$ cat src/rtl/mem_rr_arbiter.sv
// rtl/mem_rr_arbiter.sv - round-robin arbiter sharing one word memory between NUM_PORTS requesters
module mem_rr_arbiter #(
  parameter int NUM_PORTS       = 4,
  parameter int WORD_ADDR_WIDTH = 8
) (
  input  logic                                       clk_i,
  input  logic                                       rst_ni,
  input  logic [NUM_PORTS-1:0]                       req_i,
  input  logic [NUM_PORTS-1:0][WORD_ADDR_WIDTH-3:0]  addr_i,
  input  logic [NUM_PORTS-1:0]                       wen_i,
  input  logic [NUM_PORTS-1:0][31:0]                 wdata_i,
  input  logic [NUM_PORTS-1:0][3:0]                  be_i,
  output logic [NUM_PORTS-1:0][31:0]                 rdata_o,
  output logic [NUM_PORTS-1:0]                       ready_o,
  output logic                                       mem_req_o,
  output logic [WORD_ADDR_WIDTH-3:0]                 mem_addr_o,
  output logic                                       mem_wen_o,
  output logic [31:0]                                mem_wdata_o,
  output logic [3:0]                                 mem_be_o,
  input  logic [31:0]                                mem_rdata_i,
  input  logic                                       mem_ready_i,
  output logic [$clog2(NUM_PORTS)-1:0]               gnt_idx_o,
  output logic                                       busy_o
);

  localparam int PW = $clog2(NUM_PORTS);

  typedef enum logic {
    IDLE = 1'b0,
    BUSY = 1'b1
  } state_e;

  state_e          state_q, state_d;
  logic [PW-1:0]   lock_q, lock_d;
  logic [PW-1:0]   ptr_q, ptr_d;

  logic            win_valid;
  logic [PW-1:0]   win_idx;
  logic            fwd_valid;
  logic [PW-1:0]   fwd_idx;
  int              scan_pos;
  logic [PW-1:0]   scan_idx;

  // Successor index with wrap at NUM_PORTS-1 (NUM_PORTS need not be a power of two).
  function automatic logic [PW-1:0] next_idx(input logic [PW-1:0] idx);
    if (idx == PW'(NUM_PORTS - 1)) begin
      return '0;
    end
    return idx + PW'(1);
  endfunction

  // Round-robin winner: scan from ptr_q upward with wrap. Scanning offsets
  // from the far end lets the closest requester overwrite earlier hits.
  always_comb begin
    win_valid = 1'b0;
    win_idx   = '0;
    scan_pos  = 0;
    scan_idx  = '0;
    for (int o = NUM_PORTS - 1; o >= 0; o--) begin
      scan_pos = int'(ptr_q) + o;
      if (scan_pos >= NUM_PORTS) begin
        scan_pos = scan_pos - NUM_PORTS;
      end
      scan_idx = PW'(scan_pos);
      if (req_i[scan_idx]) begin
        win_valid = 1'b1;
        win_idx   = scan_idx;
      end
    end
  end

  // Forwarded port: fresh winner while idle, locked port while busy. A locked
  // port that drops its request forwards nothing (abort).
  always_comb begin
    if (state_q == BUSY) begin
      fwd_valid = req_i[lock_q];
      fwd_idx   = lock_q;
    end else begin
      fwd_valid = win_valid;
      fwd_idx   = win_idx;
    end
  end

  // Drive the shared memory port from the forwarded requester; zero otherwise.
  always_comb begin
    mem_req_o   = 1'b0;
    mem_addr_o  = '0;
    mem_wen_o   = 1'b0;
    mem_wdata_o = '0;
    mem_be_o    = '0;
    if (fwd_valid) begin
      mem_req_o   = 1'b1;
      mem_addr_o  = addr_i[fwd_idx];
      mem_wen_o   = wen_i[fwd_idx];
      mem_wdata_o = wdata_i[fwd_idx];
      mem_be_o    = be_i[fwd_idx];
    end
  end

  // Route completion and read data only to the forwarded port; a memory
  // ready with no forwarded request is ignored.
  always_comb begin
    ready_o = '0;
    rdata_o = '0;
    for (int k = 0; k < NUM_PORTS; k++) begin
      if (fwd_valid && mem_ready_i && (fwd_idx == PW'(k))) begin
        ready_o[k] = 1'b1;
        rdata_o[k] = mem_rdata_i;
      end
    end
  end

  // Status outputs; win_idx is already 0 when nobody requests.
  always_comb begin
    busy_o    = (state_q == BUSY);
    gnt_idx_o = (state_q == BUSY) ? lock_q : win_idx;
  end

  // Next-state logic: lock on a waited transaction, advance the pointer past
  // each completed grant, leave the pointer alone on abort.
  always_comb begin
    state_d = state_q;
    lock_d  = lock_q;
    ptr_d   = ptr_q;
    case (state_q)
      IDLE: begin
        if (win_valid) begin
          if (mem_ready_i) begin
            ptr_d = next_idx(win_idx);
          end else begin
            state_d = BUSY;
            lock_d  = win_idx;
          end
        end
      end
      BUSY: begin
        if (!req_i[lock_q]) begin
          state_d = IDLE;
        end else if (mem_ready_i) begin
          state_d = IDLE;
          ptr_d   = next_idx(lock_q);
        end
      end
      default: state_d = IDLE;
    endcase
  end

  // State registers with asynchronous reset.
  always_ff @(posedge clk_i or negedge rst_ni) begin
    if (!rst_ni) begin
      state_q <= IDLE;
      lock_q  <= '0;
      ptr_q   <= '0;
    end else begin
      state_q <= state_d;
      lock_q  <= lock_d;
      ptr_q   <= ptr_d;
    end
  end

endmodule

$ cat config.mk
export PLATFORM = sky130hd
export DESIGN_NAME = mem_rr_arbiter
export DESIGN_NICKNAME = d
export VERILOG_FILES = /design/src/rtl/mem_rr_arbiter.sv
export SDC_FILE = /design/constraint.sdc
export NUM_CORES = 1
export LEC_CHECK = 0
export ABC_AREA = 1
export BUFFER_PORTS_ARGS = -buffer_cell sky130_fd_sc_hd__buf_2
export CAP_MARGIN = 5
export CELL_PAD_IN_SITES_DETAIL_PLACEMENT = 1
export CELL_PAD_IN_SITES_GLOBAL_PLACEMENT = 1
export CORE_AREA = 2 2 150 152
export CTS_CLUSTER_DIAMETER = 30
export DETAILED_ROUTE_END_ITERATION = 10
export DIE_AREA = 0 0 152 154
export PLACE_DENSITY_LB_ADDON = 0.1
export SYNTH_ARGS = -nofsm -noshare
export SYNTH_HDL_FRONTEND = slang
export SYNTH_SLANG_ARGS = --single-unit
export TNS_END_PERCENT = 20
$ cat constraint.sdc
create_clock -name clk_i -period 1.75 [get_ports clk_i]
set_input_delay 0.0875 -clock clk_i [delete_from_list [all_inputs] [get_ports clk_i]]
set_output_delay 0.0875 -clock clk_i [all_outputs]
set_load 0.01 [all_outputs]
==> results of run 1 <==
[repair_timing]
item	in CTS	in global routing
setup buffers	14	8
gates cloned	5	3
hold buffers	1	0
setup endpoints to repair	181	183
pin swaps	27	28
gates resized for setup	75	145
hold endpoints to repair	5	0
[flip-flops by register name, indices dropped and copies added (netlist names)]
register	count
ptr_q	2
lock_q	2
busy_o	1
[stage by stage]
stage	cell area [µm²]	total power, W	std cells
3_5_place_dp	6036	0.01557	1411
4_1_cts	6646	0.01821	1433
3_3_place_gp	6036	0.01562	1411
6_report	7261	0.01933	1444
2_1_floorplan	3422	0.009258	742
5_1_grt	7261	0.02112	1444
[worst max-delay path by stage]
stage | start | depth (start not counted) | to
floorplan | ptr_q[0] | 14 | rdata_o[22]
global placement | ptr_q[0] | 16 | mem_wdata_o[14]
detailed placement | ptr_q[0] | 16 | mem_wdata_o[14]
CTS | ptr_q[0] | 17 | mem_wdata_o[31]
global route | ptr_q[0] | 16 | rdata_o[17]
finish | ptr_q[1] | 16 | mem_wdata_o[3]
[layer usage]
layer  wire [µm]  vias up
met5           0        -
met1        9100     2783
met4         436        0
li1            -     3093
met2       12770      246
met3        1473       26
[report_power, final]
| group | leakage [nW] | switching [W] | internal [W] |
|---|---|---|---|
| registers | 0.0548 | 0.0000917 | 0.000184 |
| clock network | 0.0382 | 0.0000875 | 0.000303 |
| logic | 4.45 | 0.0106 | 0.00804 |
| total | 4.54 | 0.0108 | 0.00853 |
[synthesized netlist by cell type]
master,number
nand2_1,213
nand3_1,137
nor2_1,135
inv_1,132
a21oi_1,47
buf_2,26
clkbuf_1,18
dfrtp_1,5
inv_2,5
buf_1,4
buf_6,4
nand2_2,3
nand3_2,2
nand4_1,2
o21ai_1,2
clkinv_1,1
nor2_2,1
o2111ai_1,1
o21ai_0,1
o21bai_1,1
or2_1,1
xor2_1,1
[cell usage in the layout, fill, tap and decap left out]
master,count
xor2_1,1
nor2_1,68
buf_6,26
inv_2,4
nand2_1,173
buf_4,38
buf_8,3
nor2_2,54
inv_4,2
or2_1,1
nand4_1,2
a21oi_2,40
buf_2,372
nand3_2,15
inv_1,129
dlygate4sd3_1,1
nand2_2,31
nand3_4,4
buf_16,6
clkbuf_1,1
diode_2,1
clkinv_4,1
nand2_8,1
nor2_4,14
o21bai_4,1
dfrtp_2,3
a21oi_1,7
o2111ai_1,1
o21ai_2,2
o21ai_1,1
inv_8,2
clkbuf_16,6
nand2_4,11
buf_12,20
nand3_1,120
dfrtp_1,2
[kinds of logic after synthesis]
group,share of synthesized area
XOR/XNOR,0.002711
AO/OA/AOI/OAI,0.08246
AND/OR/NAND/NOR,0.6361
flip-flops,0.03871
buffers and inverters,0.2400
[layout make-up]
type	instances	area (µm²)
Fill cell	2956	14430
Multi-Input combinational cell	547	3022
Clock buffer	4	78.83
Antenna cell	1	2.502
Inverter	138	543.0
Timing Repair Buffer	469	3136
Tap cell	280	350.3
Sequential cell	5	128.9
==> results.md, run 1 <==
- Ys Warns: 0
- Clk_lat worst skew: around 0.23 ns
- Hold endpoint: busy_o
- First-pass GRT wire length: 35560 µm
- Clock sink total: 5
- VDD IR max: roughly 1.1 mV
- Kind of critical path: flip-flop to output pin
- Crit path max-delay family: buffers and inverters
- CP dominant cell by count: nand2_2
- Startpoint of the worst hold path: mem_ready_i
- Number of H-tree levels: 1
- Setup TNS Final: -114.54 ns
- PD cells: about 2700 nW/µm²
- Synth Instances: between 700 and 800
- FF-to-FF setup slack: -0.32 ns
- Crit path max fanout: 21
- Final net count: between 1000 and 1500
- Clk root buf: clkbuf_16
- Starting Density: 0.1490
- Floorplan row count: 54
- Vias in the first global route: about 6300
- Crit path time final: between 2 and 2.5 ns
- Syn avg cell area: approximately 4.4 µm²
- Max-cap violations: 0
- Layout cells sized above 1: 0.5641
- Die Footprint: around 23000 µm²
- Cells on worst reg2reg path: 15
- Placer Congestion: ~0.81
- Period utilization: 1.407
- GR peak layer: met2
- IO buf count: ~400
- Final setup fails: between 150 and 200
- Final Hold Vio Count: 0
- Hold Path Class: input pin to flip-flop
- Area growth, synth to finish: 124.7%
- Routing usage on met3: 0.04059
- Crit path buffers/inverters: 6
- CP Capture Type: output pin
- Critical-path cell list: buf_4, nand3_4, nand2_2, inv_2, nand2_2, nand3_2, nand2_2, nand2_2, nand2_2, nand2_4, buf_4, buf_12, buf_12, nand3_1, a21oi_2, buf_2
- Top post-synthesis cells by area: nand2_1 (25%), nand3_1 (21%), nor2_1 (16%), inv_1 (15%), a21oi_1 (7.3%)
- CTS tree: built
- Worst Tran Pin Value: approximately 0.33 ns
- GR Util met1: 0.2102
- CP startpoint kind: flip-flop
- Setup ws final: -0.7123 ns
- Worst path required time: 1.66 ns
- Vias: ~6000
- Unrepaired setup endpoints after global routing: true
- I/O pin cnt: 390
- Max Slew Vio Count: 0
- Final design utilization: 0.3348
- Worst-case clock buffer depth: 2
- Wire per inst: roughly 16 µm
- Initial DRT Pass Iterations: 4
- Lkg Pwr: between 4 and 5 nW
- GR met2 Demand/Resource: 0.3674
- DRC viols: 0
- CP arrival: between 2 and 2.5 ns
- Initial antenna violation count: 1
- Yosys top cell area share: 0.2474
- Die Wd: between 150 and 200 µm
- All-Layer GR Usage: 0.1874
- Max Clock Skew: approximately 0.0013 ns
- Grt ovf: 0
- CTS Buf Count: 3
- Max incr delay on CP: 0.47 ns
- Core Box Area: 21690 µm²
- Count of different cell masters after synthesis: 22
- First DRT Iteration DRCs: around 180
- Hpwl dp: 18240 µm
- R2R Path Start: ptr_q[0]
- Status: finished with violations
- Critical path's slowest cell: dfrtp_2
- Worst hold path stage count: 2
- Relative slew margins: 0.7809
- Failing checks: setup timing
- Maximum achievable frequency: just over 0.4 GHz
- Clock-pin slew on the worst setup and hold paths: 0.04 ns
- Syn nets: ~950
- Largest net degree at the start of global routing: 35
- Syn Std Cell Area: ~3200 µm²
- Final antenna-violating net count: 0
- Fin Hold WS: 0.09094 ns
- Worst R2R End: ptr_q[1]
- Routed WL: approximately 24000 µm
- Seq/Total Area, Yosys: 0.03871
- DP Worst Slack: -0.6607 ns
- DR vias/cell: approximately 4.3
- Chip Height: between 150 and 200 µm
- FF+latch count, synth: 5
- Post-synth top area cell: nand2_1
No activity file was read; power rests on OpenSTA's default activity.
==> run 2, diff against run 1 <==
--- a/config.mk
+++ b/config.mk
@@ -15,6 +15,7 @@
 export DETAILED_ROUTE_END_ITERATION = 10
 export DIE_AREA = 0 0 152 154
 export PLACE_DENSITY_LB_ADDON = 0.1
+export SKIP_CTS_REPAIR_TIMING = 1
 export SYNTH_ARGS = -nofsm -noshare
 export SYNTH_HDL_FRONTEND = slang
 export SYNTH_SLANG_ARGS = --single-unit
==> run 2 against run 1 <==
  * Critical endpoint is now mem_addr_o[3]
  * The run still ends with setup timing left
  * Highest routed layer unchanged
  * Flip-flop and latch count is the same
  * Clock-buffer cell count is the same
  * Clock power is essentially flat
  * Largest cell class unchanged
==> results.md, run 2 (synthesis gave the netlist of run 1 again) <==
- Period utilization: 1.408 (about the same)
- Unrepaired setup endpoints after global routing: true
- Final instance area: 6700 µm² (-7.7%)
- First DRT Iteration DRCs: 188 (+5.6%)
- CP dominant cell by count: nand2_2
- Status: finished with violations
- Core Box Area: 21690 µm² (unchanged)
- VDD IR max: 1.135 mV (+5.1%)
- CP startpoint kind: flip-flop
- First-pass GRT wire length: 33980 µm (-4.4%)
- Vias in the first global route: 6081 (-4.0%)
- Crit path max fanout: 8 (-62%)
- Clock sink total: 5 (unchanged)
- Lkg Pwr: 4.425 nW (-2.6%)
- Critical path's slowest cell: dfrtp_2
- CTS tree: built
- Crit path buffers/inverters: 4 (-2)
- Final design utilization: 0.3089 (-0.02585)
- Final net count: 1361 (-1.0%)
- Floorplan row count: 54 (unchanged)
- PD cells: 2721 nW/µm² (+2.2%)
- CTS Buf Count: 3 (unchanged)
- Layout cells sized above 1: 0.4952 (-0.06885)
- I/O pin cnt: 390 (unchanged)
- Flop pwr share: 0.015 (about the same)
- Max-cap violations: 0 (unchanged)
- Commonest non-fill, non-tap cell in the layout: buf_2
- Net Sw Frac: 0.5665 (+0.007699)
- Wire per inst: 16.15 µm (-1.9%)
- Critical-path cell list: clkinv_4, nand2_2, nand2_2, nand2_4, nand2_4, nor2_2, nor2_1, nand2_2, nand3_4, buf_12, clkbuf_16, nand3_1, nand2_1, nand2_1, a21oi_2, buf_2
- Final Hold Vio Count: 0 (unchanged)
- Clk root buf: clkbuf_16
- Die Footprint: 23410 µm² (unchanged)
- IO buf count: 389 (unchanged)
- All-Layer GR Usage: 0.1778 (-0.009567)
- DR vias/cell: 4.208 (-1.2%)
- DRC viols: 0 (unchanged)
- Clock-pin slew on the worst setup and hold paths: 0.04 ns (about the same)
- Crit path time final: 2.464 ns (+0.001290 ns)
- Placed insts: 1411 (unchanged)
- Setup ws final: -0.7136 ns (-0.001290 ns)
- Hold Path Class: input pin to flip-flop
- Final setup fails: 181 (unchanged)
- Failing checks: setup timing
- Worst path required time: 1.66 ns (about the same)
- Number of H-tree levels: 1 (unchanged)
- Final antenna-violating net count: 0 (unchanged)
- Max Clock Skew: 0.002455 ns (+0.001162 ns)
- Clock power share: 0.021 (about the same)
- Worst Tran Pin Value: 0.2616 ns (-0.06662 ns)
- Die Wd: 152 µm (unchanged)
- Placer Congestion: 0.8121 (unchanged)
- Grt ovf: 0 (unchanged)
- Hpwl dp: 18240 µm (unchanged)
- Commonest non-fill, non-tap cells in the layout: buf_2 (387), nand2_1 (188), inv_1 (130)
- CP Capture Type: output pin
- Maximum achievable frequency: 0.4059 GHz (about the same)
- Routed WL: 23110 µm (-2.8%)
- CP arrival: 2.38 ns (about the same)
- Non-Filler Instances: 1431 (-0.90%)
- Kind of critical path: flip-flop to output pin
- Chip Height: 154 µm (unchanged)
- Combinational power share: 0.964 (-0.002)
- Largest net degree at the start of global routing: 35 (unchanged)
- Internal power: 0.007903 W (-7.4%)
- Worst-case clock buffer depth: 2 (unchanged)
- Crit path max-delay family: simple AND/OR/NAND/NOR gates
- Relative slew margins: 0.8256 (+0.04466)
- Fin Hold WS: 0.06828 ns (-0.02265 ns)
- DP Area: 6036 µm² (unchanged)
- Area growth, synth to finish: 107.3%
- Max incr delay on CP: 0.45 ns (-0.02 ns)
- Vias: 6021 (-2.1%)
- Max Slew Vio Count: 0 (unchanged)
- Clk_lat worst skew: 0.23 ns (about the same)
- Setup TNS Final: -113.34 ns (+1.205 ns)
- Starting Density: 0.1490 (unchanged)
- Initial DRT Pass Iterations: 6 (+2)
- Initial antenna violation count: 2 (+1)
- NetSw: 0.01033 W (-4.4%)
## run 2: metal layers
metal | track usage | vias up | share of wire
met4 | 0.02314 | 0 | 0.0091
met1 | 0.2033 | 2713 | 0.40
met5 | 0 | - | 0
li1 | - | 3059 | -
met3 | 0.04002 | 16 | 0.064
met2 | 0.3436 | 233 | 0.53
## run 2: path summary, 6_finish.rpt
path | startpoint | to | slack (ns) | cells past startpoint
setup reg to reg | ptr_q[0] | ptr_q[0] | -0.19 | 13
max in group asynchronous | rst_ni | busy_o | 1.33 | 2
hold / removal | mem_ready_i | busy_o | 0.07 | 2
hold reg to reg | lock_q[1] | lock_q[1] | 0.63 | 3
setup / recovery | ptr_q[0] | mem_addr_o[3] | -0.71 | 16
min in group asynchronous | rst_ni | ptr_q[0] | 0.25 | 2
## run 2: final cells by class
class,count,area (µm²)
multi-input cells,548,2740
well taps,280,350.3
clock buffers,4,78.83
inverters,138,533.0
diodes,2,5.005
repair buffers,454,2864
flip-flops and latches,5,128.9
fillers,3027,14990
## run 2: power groups by stage
stage	combinational [W]	clock, W	sequential, W
after global placement	0.0154	0	0.000246
after CTS	0.0154	0.000395	0.000246
after floorplan	0.00902	0	0.000242
after global routing	0.0193	0.000403	0.000278
final	0.0176	0.000392	0.000267
after detailed placement	0.0153	0	0.000246
## run 2: stage by stage
step                      total power [W]  setup slack, ns
final                             0.01823          -0.7136
after global routing              0.01998          -0.9001
after CTS                         0.01601          -0.9376
after detailed placement          0.01557          -0.6607
after global placement            0.01562          -0.6106
after floorplan                  0.009258          -0.1681
==> run 3, diff against run 2 <==
--- a/config.mk
+++ b/config.mk
@@ -7,7 +7,7 @@
 export LEC_CHECK = 0
 export ABC_AREA = 1
 export BUFFER_PORTS_ARGS = -buffer_cell sky130_fd_sc_hd__buf_2
-export CAP_MARGIN = 5
+export CAP_MARGIN = 10
 export CELL_PAD_IN_SITES_DETAIL_PLACEMENT = 1
 export CELL_PAD_IN_SITES_GLOBAL_PLACEMENT = 1
 export CORE_AREA = 2 2 150 152
@@ -15,6 +15,7 @@
 export DETAILED_ROUTE_END_ITERATION = 10
 export DIE_AREA = 0 0 152 154
 export PLACE_DENSITY_LB_ADDON = 0.1
+export REMOVE_ABC_BUFFERS = 1
 export SKIP_CTS_REPAIR_TIMING = 1
 export SYNTH_ARGS = -nofsm -noshare
 export SYNTH_HDL_FRONTEND = slang
==> run 3 against run 2 <==
  * The flow still finishes with violations (setup timing)
  * Via count is 1.5% higher
  * Non-clock buffer count is 18 higher
  * Utilization hardly changed
  * Sequential share of layout area hardly changed
  * Critical path type unchanged
  * Largest power group unchanged
==> results.md, run 3 (synthesis gave the netlist of run 1 again) <==
- Status: finished with violations
- Failing checks: setup timing
- Register area: 127.6 µm² (-0.97%)
- Worst-case clock buffer depth: 2 (unchanged)
- Wire per inst: 15.97 µm (-1.1%)
- Die Wd: 152 µm (unchanged)
- Period utilization: 1.433 (+0.02548)
- Number of H-tree levels: 1 (unchanged)
- Crit path max fanout: 7 (-1)
- First DRT Iteration DRCs: 179 (-4.8%)
- CTS Buf Count: 3 (unchanged)
- Crit path from: ptr_q[0]
- Setup ws final: -0.7582 ns (-0.04459 ns)
- DR vias/cell: 4.217 (+0.21%)
- Final setup fails: 180 (-0.55%)
- DRC viols: 0 (unchanged)
- Final net count: 1379 (+1.3%)
- Initial antenna violation count: 4 (+2)
- Worst path required time: 1.66 ns (about the same)
- Layout cells sized above 1: 0.4662 (-0.02906)
- Initial DRT Pass Iterations: 4 (-2)
- Unrepaired setup endpoints after global routing: true
- Max-cap violations: 0 (unchanged)
- VDD IR max: 0.9204 mV (-19%)
- Starting Density: 0.1490 (unchanged)
- Final antenna-violating net count: 0 (unchanged)
- Kind of critical path: flip-flop to output pin
- Multi-input logic area: 2574 µm² (-6.1%)
- Maximum achievable frequency: 0.3987 GHz (-1.8%)
- Grt ovf: 0 (unchanged)
- Hold Path Class: input pin to flip-flop
- CP Capture Type: output pin
- Clk_lat worst skew: 0.23 ns (about the same)
- R2R Path Start: ptr_q[0]
- CTS tree: built
- Largest net degree at the start of global routing: 57 (+63%)
- GR Util met1: 0.1780 (-0.02530)
- Core Box Area: 21690 µm² (unchanged)
- Clock sink total: 5 (unchanged)
- Floorplan row count: 54 (unchanged)
- IO buf count: 389 (unchanged)
- Lkg Pwr: 4.465 nW (+0.91%)
- Routing usage on met3: 0.04820 (+0.008174)
- # fillers: 3030 (+0.099%)
- CP arrival: 2.42 ns (+0.04 ns)
- Cells on worst reg2reg path: 15 (+2)
- Commonest non-fill, non-tap cell in the layout: buf_2
- Capture point of the worst path: mem_wdata_o[7]
- Area growth, synth to finish: 107.2% (about the same)
- Worst R2R End: ptr_q[0]
- Routed WL: 23150 µm (+0.19%)
- Crit path time final: 2.508 ns (+0.04459 ns)
- Relative slew margins: 0.8150 (-0.01056)
- Vias: 6114 (+1.5%)
- Chip Height: 154 µm (unchanged)
- PD cells: 2763 nW/µm² (+1.5%)
- Fin Hold WS: 0.1316 ns (+0.06329 ns)
- Worst Tran Pin Value: 0.2775 ns (+0.01584 ns)
- FF-to-FF setup slack: -0.35 ns (-0.16 ns)
- Final Hold Vio Count: 0 (unchanged)
- First-pass GRT wire length: 32650 µm (-3.9%)
- Final design utilization: 0.3088 (about the same)
- Clock-pin slew on the worst setup and hold paths: 0.03 ns (about the same)
- CP startpoint kind: flip-flop
- Placer Congestion: 0.7765 (-4.4%)
- Max Clock Skew: 0.0001861 ns (-0.002269 ns)
- Vias in the first global route: 6099 (+0.30%)
- All-Layer GR Usage: 0.1674 (-0.01040)
- Die Footprint: 23410 µm² (unchanged)
- Clk root buf: clkbuf_16
- Hpwl dp: 17150 µm (-6.0%)
- GR met2 Demand/Resource: 0.3295 (-0.01416)
- I/O pin cnt: 390 (unchanged)
- Max Slew Vio Count: 0 (unchanged)
- GR peak layer: met2
- Commonest non-fill, non-tap cells in the layout: buf_2 (384), nand2_1 (193), nand3_1 (135)
[run 3: cell count changes in the layout (fill, tap and decap cells not counted), sizes merged]
cell / previous run / this run
buf: 445 / 462
diode: 2 / 3
clkbuf: 12 / 13
clkinvlp: 0 / 1
inv: 137 / 136
[run 3: worst max-delay path, stage by stage, from the launching register on]
cell and delay [ns]:
dfrtp_2 0.44, clkinv_4 0.11, nand2_2 0.09, nand3_2 0.07, nand2_2 0.10, inv_2 0.05, nor2_2 0.11, nor2_1 0.06
nand2_2 0.09, nand3_4 0.14, buf_6 0.17, nand2_8 0.10, clkbuf_16 0.16, nand2_1 0.05, nand2_1 0.07, nand2_1 0.05
a21oi_1 0.14, buf_2 0.17
[run 3: power breakdown]
part,switching (W),internal [W]
clock,0.0000769,0.000302
combinational,0.0100,0.00787
sequential,0.0000793,0.000182
total,0.0102,0.00835
[run 3: routing by layer]
| metal | wire (µm) | vias up | part of all wire |
|---|---|---|---|
| met3 | 1744 | 20 | 0.075 |
| li1 | - | 3102 | - |
| met4 | 335 | 2 | 0.014 |
| met1 | 9075 | 2739 | 0.39 |
| met2 | 11980 | 251 | 0.52 |
| met5 | 13 | - | 0.00056 |
[run 3: stage by stage]
stage          area, µm²  total power [W]  setup slack [ns]  instances  setup TNS (ns)
4_1_cts             5986          0.01515           -0.7945       1420         -123.92
3_5_place_dp        5907          0.01471           -0.5394       1416          -79.42
6_report            6698          0.01850           -0.7582       1450         -121.41
2_1_floorplan       2974         0.006873            -2.792        690         -428.29
3_3_place_gp        5907          0.01477           -0.5065       1416          -74.41
5_1_grt             6698          0.02030           -0.9244       1450         -152.17
[run 3: how the worst min path moves through the flow]
stage | cells past startpoint | slack, ns | startpoint | end
CTS | 1 | -0.31 | rst_ni | ptr_q[1]
floorplan | 0 | -0.21 | rst_ni | busy_o
detailed placement | 1 | -0.07 | rst_ni | ptr_q[1]
finish | 2 | 0.13 | mem_ready_i | busy_o
global route | 2 | 0.14 | mem_ready_i | busy_o
global placement | 1 | -0.08 | rst_ni | ptr_q[0]
[run 3: area by class of cell]
type / count / share of cell area
Timing Repair Buffer: 472 / 0.4525
Antenna cell: 3 / 0.001121
Multi-Input combinational cell: 548 / 0.3843
Clock buffer: 4 / 0.01177
Sequential cell: 5 / 0.01905
Tap cell: 280 / 0.05231
Inverter: 138 / 0.07902
